--- config.mk ---
export PLATFORM = sky130hd
export DESIGN_NAME = lsu_byte_sequencer
export DESIGN_NICKNAME = d
export VERILOG_FILES = /design/src/rtl/rv32_mem_pkg.sv /design/src/rtl/lsu_load_extend.sv /design/src/rtl/lsu_byte_sequencer.sv
export SDC_FILE = /design/constraint.sdc
export NUM_CORES = 1
export LEC_CHECK = 0
export BUFFER_PORTS_ARGS = -buffer_cell sky130_fd_sc_hd__buf_2
export CORE_MARGIN = 2
export CORE_UTILIZATION = 56
export CTS_CLUSTER_SIZE = 24
export DETAILED_ROUTE_END_ITERATION = 10
export PLACE_DENSITY = 0.8
export SYNTH_ARGS = -nofsm -noshare
export SYNTH_HDL_FRONTEND = slang
export SYNTH_HIERARCHICAL = 1
export SYNTH_SLANG_ARGS = --single-unit
--- constraint.sdc ---
create_clock -name clk -period 5.35 [get_ports clk]
set_input_delay 0.2675 -clock clk [delete_from_list [all_inputs] [get_ports clk]]
set_output_delay 0.2675 -clock clk [all_outputs]
set_load 0.005 [all_outputs]
--- src/rtl/rv32_mem_pkg.sv ---
// Shared encodings for the RV32I load/store path: funct3 codes, sequencer states,
// and the access-size decode used by the byte sequencer.
package rv32_mem_pkg;

    localparam logic [2:0] F3_B  = 3'b000;
    localparam logic [2:0] F3_H  = 3'b001;
    localparam logic [2:0] F3_W  = 3'b010;
    localparam logic [2:0] F3_BU = 3'b100;
    localparam logic [2:0] F3_HU = 3'b101;

    typedef enum logic [2:0] {
        S_IDLE,
        S_STORE,
        S_LOAD,
        S_LDRAIN,
        S_RESP
    } state_t;

    // Bytes touched by an access, from funct3[1:0].
    function automatic logic [2:0] size_bytes(input logic [1:0] sz);
        case (sz)
            2'b00:   return 3'd1;
            2'b01:   return 3'd2;
            default: return 3'd4;
        endcase
    endfunction

endpackage

--- src/rtl/lsu_load_extend.sv ---
// Sign/zero-extends reassembled load lanes according to funct3.
// Latency: combinational. Backpressure: none.
module lsu_load_extend
    import rv32_mem_pkg::*;
(
    input  logic [2:0]  funct3,
    input  logic [31:0] lanes,
    output logic [31:0] rdata
);

    always_comb begin
        rdata = 32'h0;
        case (funct3)
            F3_B:    rdata = {{24{lanes[7]}}, lanes[7:0]};
            F3_H:    rdata = {{16{lanes[15]}}, lanes[15:0]};
            F3_W:    rdata = lanes;
            F3_BU:   rdata = {24'h0, lanes[7:0]};
            F3_HU:   rdata = {16'h0, lanes[15:0]};
            default: rdata = 32'h0;
        endcase
    end

endmodule

--- src/rtl/lsu_byte_sequencer.sv ---
// Splits RV32I loads/stores into byte accesses on an 8-bit sync-read BRAM.
// Latency: store N+1, load N+2, error 1 cycle after accept. Backpressure: req_ready low while busy.
module lsu_byte_sequencer #(
    parameter int ADDR_W = 11,
    parameter int XLEN   = 32
) (
    input  logic              clk,
    input  logic              rst,
    input  logic              req_valid,
    output logic              req_ready,
    input  logic              req_we,
    input  logic [2:0]        req_funct3,
    input  logic [XLEN-1:0]   req_addr,
    input  logic [XLEN-1:0]   req_wdata,
    output logic              resp_valid,
    output logic [XLEN-1:0]   resp_rdata,
    output logic              resp_err,
    output logic              mem_en,
    output logic              mem_we,
    output logic [ADDR_W-1:0] mem_addr,
    output logic [7:0]        mem_din,
    input  logic [7:0]        mem_dout
);
    import rv32_mem_pkg::*;

    state_t              state_q;
    logic [2:0]          funct3_q;
    logic [ADDR_W-1:0]   base_q;
    logic [XLEN-1:0]     wdata_q;
    logic [2:0]          n_q;
    logic [2:0]          cyc_q;
    logic [31:0]         asm_q;
    logic [31:0]         asm_next;
    logic [31:0]         ext_rdata;
    logic [1:0]          lane;
    logic                acc_err;

    // Any of these means the request never touches the BRAM.
    always_comb begin
        acc_err = (req_funct3 == 3'b011) || (req_funct3[2:1] == 2'b11)
               || (req_we && req_funct3[2])
               || (req_funct3[1:0] == 2'b01 && req_addr[0])
               || (req_funct3[1:0] == 2'b10 && req_addr[1:0] != 2'b00)
               || (req_addr[XLEN-1:ADDR_W] != '0);
    end

    // Read data for byte i arrives two cycles after its issue cycle; cyc_q-2 is the lane landing now.
    always_comb begin
        lane     = 2'(cyc_q - 3'd2);
        asm_next = asm_q;
        if ((state_q == S_LOAD || state_q == S_LDRAIN) && cyc_q >= 3'd2)
            asm_next[{lane, 3'b000} +: 8] = mem_dout;
    end

    lsu_load_extend u_ext (
        .funct3 (funct3_q),
        .lanes  (asm_next),
        .rdata  (ext_rdata)
    );

    always_ff @(posedge clk or posedge rst) begin
        if (rst) begin
            state_q    <= S_IDLE;
            funct3_q   <= 3'h0;
            base_q     <= '0;
            wdata_q    <= '0;
            n_q        <= 3'h0;
            cyc_q      <= 3'h0;
            asm_q      <= 32'h0;
            req_ready  <= 1'b1;
            resp_valid <= 1'b0;
            resp_rdata <= '0;
            resp_err   <= 1'b0;
            mem_en     <= 1'b0;
            mem_we     <= 1'b0;
            mem_addr   <= '0;
            mem_din    <= 8'h0;
        end else begin
            case (state_q)
                S_IDLE: begin
                    mem_en     <= 1'b0;
                    mem_we     <= 1'b0;
                    mem_addr   <= '0;
                    mem_din    <= 8'h0;
                    resp_valid <= 1'b0;
                    if (req_valid) begin
                        funct3_q  <= req_funct3;
                        base_q    <= req_addr[ADDR_W-1:0];
                        wdata_q   <= req_wdata;
                        n_q       <= size_bytes(req_funct3[1:0]);
                        cyc_q     <= 3'd1;
                        asm_q     <= 32'h0;
                        req_ready <= 1'b0;
                        if (acc_err) begin
                            state_q    <= S_RESP;
                            resp_valid <= 1'b1;
                            resp_err   <= 1'b1;
                            resp_rdata <= '0;
                        end else if (req_we) begin
                            state_q  <= S_STORE;
                            mem_en   <= 1'b1;
                            mem_we   <= 1'b1;
                            mem_addr <= req_addr[ADDR_W-1:0];
                            mem_din  <= req_wdata[7:0];
                        end else begin
                            state_q  <= S_LOAD;
                            mem_en   <= 1'b1;
                            mem_we   <= 1'b0;
                            mem_addr <= req_addr[ADDR_W-1:0];
                        end
                    end
                end

                S_STORE: begin
                    cyc_q <= cyc_q + 3'd1;
                    if (cyc_q < n_q) begin
                        mem_en   <= 1'b1;
                        mem_we   <= 1'b1;
                        mem_addr <= base_q + ADDR_W'(cyc_q);
                        mem_din  <= wdata_q[{cyc_q[1:0], 3'b000} +: 8];
                    end else begin
                        mem_en     <= 1'b0;
                        mem_we     <= 1'b0;
                        mem_addr   <= '0;
                        mem_din    <= 8'h0;
                        resp_valid <= 1'b1;
                        resp_err   <= 1'b0;
                        resp_rdata <= '0;
                        state_q    <= S_RESP;
                    end
                end

                S_LOAD: begin
                    cyc_q <= cyc_q + 3'd1;
                    asm_q <= asm_next;
                    if (cyc_q < n_q) begin
                        mem_en   <= 1'b1;
                        mem_we   <= 1'b0;
                        mem_addr <= base_q + ADDR_W'(cyc_q);
                    end else begin
                        mem_en   <= 1'b0;
                        mem_addr <= '0;
                        state_q  <= S_LDRAIN;
                    end
                end

                S_LDRAIN: begin
                    cyc_q      <= cyc_q + 3'd1;
                    asm_q      <= asm_next;
                    resp_valid <= 1'b1;
                    resp_err   <= 1'b0;
                    resp_rdata <= ext_rdata;
                    state_q    <= S_RESP;
                end

                S_RESP: begin
                    resp_valid <= 1'b0;
                    resp_err   <= 1'b0;
                    resp_rdata <= '0;
                    req_ready  <= 1'b1;
                    state_q    <= S_IDLE;
                end

                default: begin
                    state_q   <= S_IDLE;
                    req_ready <= 1'b1;
                end
            endcase
        end
    end

endmodule

# Word level (Yosys, flattened, before mapping)
# Index checks and enable logic that the tools add are counted.
word_totals:
  reg_bits: 143
  in_bits: 79
  out_inout_bits: 56
  elab_cells: 123
classes:
  addsub: 4
  order_cmp: 2
  eq_ne: 17
  n_shift: 3
  muxes: 46
  n_bitwise: 1
  reduce_logical: 35
ops:
  columns: ["op", "count"]
  rows:
  - ["32-bit 2-to-1 mux", 5]
  - ["32-bit case mux with 5 select lines", 1]
  - ["32-bit case mux with 4 select lines", 1]
  - ["32-bit case mux with 2 select lines", 1]
  - ["11-bit 2-to-1 mux", 3]
  - ["32-bit bitwise mux", 1]
  - ["8-bit 2-to-1 mux", 4]
  - ["8-bit by 7-bit variable shift with 32-bit output (first input constant)", 1]
  - ["32-bit by 6-bit variable part select with 8-bit output", 1]
  - ["8-bit by 7-bit variable part select with 32-bit output", 1]
  - ["11-bit case mux with 2 select lines", 1]
  - ["21-bit nonzero test", 1]
  - ["8-bit case mux with 2 select lines", 1]
  - ["3-bit 2-to-1 mux", 5]
  - ["1-bit 2-to-1 mux", 14]
  - ["3-bit by 2-bit == test with 1-bit output (second input constant)", 4]
  - ["3-bit case mux with 2 select lines", 2]
  - ["3-bit case mux with 4 select lines", 1]
  - ["2-bit AND reduction", 6]
  - ["11-bit by 3-bit adder with 11-bit output", 1]
  - ["2-bit nonzero test", 5]
  - ["3-bit == test (second input constant)", 3]
  - ["2-bit inequality test (second input constant)", 4]
  - ["4-bit AND reduction", 2]
  - ["other kinds (23)", 39]

# Logic depth before layout (Yosys ltp)
logic_depth:
  ltp_word: 9
  ltp_mapped: 14
  depth_no_buf: 10

# Modules after synthesis
# The synthesis kept the hierarchy.
by_module_without_submodules:
  columns: ["mod", "n_inst", "cells_per_inst", "area_each_um2", "seq_area_each_um2"]
  rows:
  - ["lsu_byte_sequencer", 1, 616, 6550.0, 3579.7]
  - ["lsu_load_extend", 1, 71, 593.1, 0.0]

# Worst setup path after synthesis
# Ideal clock, no wire load.
synth_timing:
  path_kind: "register -> register"
  from: "register cyc_q[0]"
  to: "register resp_rdata[15]"
  setup_ns: 0.065
  t_arrival_ns: 2.992
  required_time_ns: 5.285
  setup_slack_ns: 2.293
  stages_incl_launch_ff: 15
  path_buffers: 4
  path_cell_list: "dfrtp_1 -> clkbuf_1 -> inv_1 -> ha_1 -> nor3_2 -> nor3b_4 -> nand2_4 -> nor3_4 -> buf_4 -> a22o_1 -> clkbuf_2 -> buf_2 -> mux2i_1 -> o2bb2ai_2 -> a22o_1"
synth_via:
  elab_chain_len: 7
  word_cells_on_any_way: 13
synth_rtl:
  columns: ["element", "line", "text"]
  rows:
  - ["start, declared", "lsu_byte_sequencer.sv:31", "logic [2:0] cyc_q;"]
  - ["start signal, assigned", "lsu_byte_sequencer.sv:115", "cyc_q <= cyc_q + 3'd1;"]
  - ["start signal, assigned", "lsu_byte_sequencer.sv:134", "cyc_q <= cyc_q + 3'd1;"]
  - ["start signal, assigned", "lsu_byte_sequencer.sv:148", "cyc_q <= cyc_q + 3'd1;"]
  - ["2-bit subtractor", "lsu_byte_sequencer.sv:49", "lane = 2'(cyc_q - 3'd2);"]
  - ["5-bit negator with 7-bit output", "lsu_byte_sequencer.sv:52", "asm_next[{lane, 3'b000} +: 8] = mem_dout;"]
  - ["8-bit by 7-bit variable part select with 32-bit output / 8-bit by 7-bit variable shift with 32-bit output (equally long branches)", "lsu_byte_sequencer.sv:52", null]
  - ["32-bit bitwise mux", "lsu_byte_sequencer.sv:52", null]
  - ["32-bit 2-to-1 mux (*)", "lsu_byte_sequencer.sv:51", "if ((state_q == S_LOAD || state_q == S_LDRAIN) && cyc_q >= 3'd2)"]
  - ["via asm_next[7]", "lsu_byte_sequencer.sv:33", "logic [31:0] asm_next;"]
  - ["32-bit case mux with 5 select lines (*)", "lsu_load_extend.sv:13", "case (funct3)"]
  - ["via ext_rdata[15]", "lsu_byte_sequencer.sv:34", "logic [31:0] ext_rdata;"]
  - ["32-bit case mux with 4 select lines (*)", "lsu_byte_sequencer.sv:79", "case (state_q)"]
  - ["end signal, assigned", "lsu_byte_sequencer.sv:152", "resp_rdata <= ext_rdata;"]
  - ["end, declared", "lsu_byte_sequencer.sv:16", "output logic [XLEN-1:0] resp_rdata,"]
# Mark *: on every way through the listed nets, which the timed path passes. The rest lies on a longest branch.
# A chain may end at the register's enable or synchronous reset.

# Worst setup path after layout
layout_timing:
  from: "register cyc_q[0]"
  to: "register resp_rdata[27]"
# Same word-level chain as after synthesis.

==> impl_metrics.yaml <==
placement:
  dpl_worst_slack_ps: 1240
  dp_hpwl_um: 11700
  routabilityCongestion: 0.849
  port_buffers: 134
  postPlaceCellArea_um2: 7820
  dp.cells: 947
timing:
  skew_ps: 4.92
  period_needed_ps: 4200
  clock.fmax_mhz: 238
  maxSlewHeadroom: 0.301
  worst_slew_pin_slew_ps: 1050
  setup_violations: 0
  hold_viol: 0
  period_share: 0.784
  fin_tns_setup_ps: 0
  whs_ps: 20.3
  grt_setup_unrepaired: "no"
  drv_slew: 0
  setup_slack_ps: 1150
cells_and_area:
  utilization: 0.674
  nFillCells: 991
  design_area_um2: 8430
  layout-drive-gt1-share: 0.251
  register_area_um2: 3580
  fin_cells: 980
  diodes: 0
  multi_input_area_um2: 3280
  nets: 886
  syn2layout_area_growth_pct: 18.1
power:
  power.total_mw: 2.63
  vdd_drop_max_mv: 0.206
  leakagePower_nw: 4.35
  power_density_nw_per_um2: 312
synth:
  netlist_top_cells_area: "dfrtp_1 (50%), a22o_1 (12%), nand2_1 (8.7%), mux2i_1 (3.5%), mux4_2 (2.5%)"
  synth_most_common_cell: "nand2_1"
  ys_ff_latch: 143
  ys_top_cells_by_count: "nand2_1 (165), dfrtp_1 (142), a22o_1 (94)"
  synth_ff_type: "dfrtp_1"
  synthesis.nets: 778
  yosysSeqAreaShare: 0.501
  post-synth-top-area-cell: "dfrtp_1"
  synth-xor-area-share: 0.0123
  async_flop_share: 1.00
  ys_types: 59
  synth-adder-area-share: 0.0221
  syn_inst: 687
  synth_top_family_by_area: "compound AO/OA/AOI/OAI gates"
  synth_top_area_frac: 0.497
  synth_edf_count: 0
  syn_area_per_cell_um2: 10.4
  yosys.area_share.simple: 0.161
  syn_area_um2: 7140
  synth_compound_area_frac: 0.202
  yosys_warnings: 6
  synthMuxAreaShare: 0.0603
clock_tree:
  postCtsResizedCells: 0
  clk_latency_ps: 440
  clkSlewWorstSetupHoldPaths_ps: 60
  h-tree-depth: 4
  numCtsBuffers: 17
  cts_tree: "yes"
  clockBufferDepth: 2
  cts_root_buffer: "clkbuf_16"
  cts_sinks: 143
route:
  drtAntennaViolNets: 0
  wl_met3_um: 1150
  vias_per_cell: 5.96
  wl_met1_um: 7270
  met2_length_um: 8530
  dr.max_layer_used: "met4"
  drtPass1Iterations: 5
  drc: 0
  vias: 5839
  drt_iter0_markers: 556
  wl_um: 17300
  wire_per_inst_um: 17.6
die:
  dieHeight_um: 117
  coreArea_um2: 12500
  fp.dieW_um: 117
  num_rows: 41
  ios: 135
  initial_core_util: 0.571
  dieArea_um2: 13700
grt:
  grt_pass1_wl_um: 28400
  grt_pass1_vias: 5637
  grt_max_degree: 75
  grt_util_all_layers: 0.268
  grt_overflow: 0
  antenna_found_initial: 0
critical_path:
  cp-end-kind: "flip-flop"
  arrival_ps: 4570
  critPathMaxFanout: 25
  required_ps: 5720
  crit_type: "reg -> reg"
  cp-start-kind: "flip-flop"
job:
  maxCapViolations: 0
outcome:
  status: "finished, final reports clean"
worst_hold_path:
  min_path_type: "in -> reg"
==> cells in the final DEF (no fill, tap or decap), types with 3 or more instances in the layout <==
master	Yosys	routed
clkbuf_16	0	17
nand3_1	4	3
clkinvlp_4	0	4
o21ai_2	3	3
inv_1	8	7
clkbuf_8	0	3
o21ai_0	15	15
a21o_1	12	12
dfrtp_1	142	142
ha_1	11	11
and2_1	11	11
clkinv_4	0	3
a221o_1	10	10
buf_4	4	5
mux2i_1	25	25
nor2_1	29	29
xor2_1	8	8
o21ai_1	9	9
nor4_1	3	3
o2bb2ai_1	7	7
nor3_1	4	4
and3_1	5	4
a22o_1	94	94
nand2_1	165	165
buf_2	11	134
nand2_4	3	3
a21oi_1	16	16
mux4_2	8	8
==> final timing paths <==
check                         startpoint              to  slack [ps]  cells past startpoint
setup / recovery                cyc_q[0]  resp_rdata[27]        1150                     10
setup reg to reg                cyc_q[0]  resp_rdata[27]        1150                     10
min in group asynchronous            rst     mem_addr[2]         480                      3
hold / removal             req_wdata[31]     wdata_q[31]          20                      3
max in group asynchronous            rst  resp_rdata[24]        3560                      4
hold reg to reg               wdata_q[4]      wdata_q[4]         480                      2
==> worst max-delay path, cell delays in order, from the launching register on <==
cell and delay (ps):
dfrtp_1 730, inv_1 300, ha_1 410, nor3_2 100, nor3b_4 500, nand2_4 180
nor3_4 510, a22o_1 780, mux2i_1 180, o21ai_0 250, a22o_1 180
==> timing repair <==
| item | 4_1_cts | 5_1_grt |
|---|---|---|
| hold buffers | 1 | 0 |
| setup buffers | 0 | 0 |
| hold endpoints to repair | 72 | 0 |
==> layer usage <==
layer	vias up	global-route usage
met5	-	0
met1	2878	0.366
met2	260	0.430
met4	0	0.0894
li1	2673	-
met3	28	0.0592
==> layout make-up <==
class	instances	share of cell area
tap	172	0.0255
inverter	8	0.00415
multi-input combinational	485	0.389
clock inverter	12	0.0160
sequential	143	0.424
clock buffer	20	0.0553
timing repair buffer	140	0.0852
==> flip-flops by register name (all words and copies together) (netlist names), 3 cells and up <==
signal and count:
asm_q 32, base_q 11, cyc_q 3, funct3_q 3, mem_addr 11, mem_din 8, n_q 3, resp_rdata 32
state_q 3, wdata_q 32
==> report_power, final <==
part / internal (mW) / total [mW] / switching [mW] / leakage, nW
logic: 0.100 / 0.256 / 0.156 / 2.18
clock network: 0.723 / 1.19 / 0.469 / 0.285
registers: 1.14 / 1.19 / 0.0459 / 1.89
total: 1.96 / 2.63 / 0.670 / 4.35
==> kinds of logic after synthesis <==
logic type      Yosys count
simple gates            247
compound gates          183
flops                   143
buf+inv                  59
mux                      33
fa+ha+maj                12
xor+xnor                 10
Power figures use the tool's default switching activity.
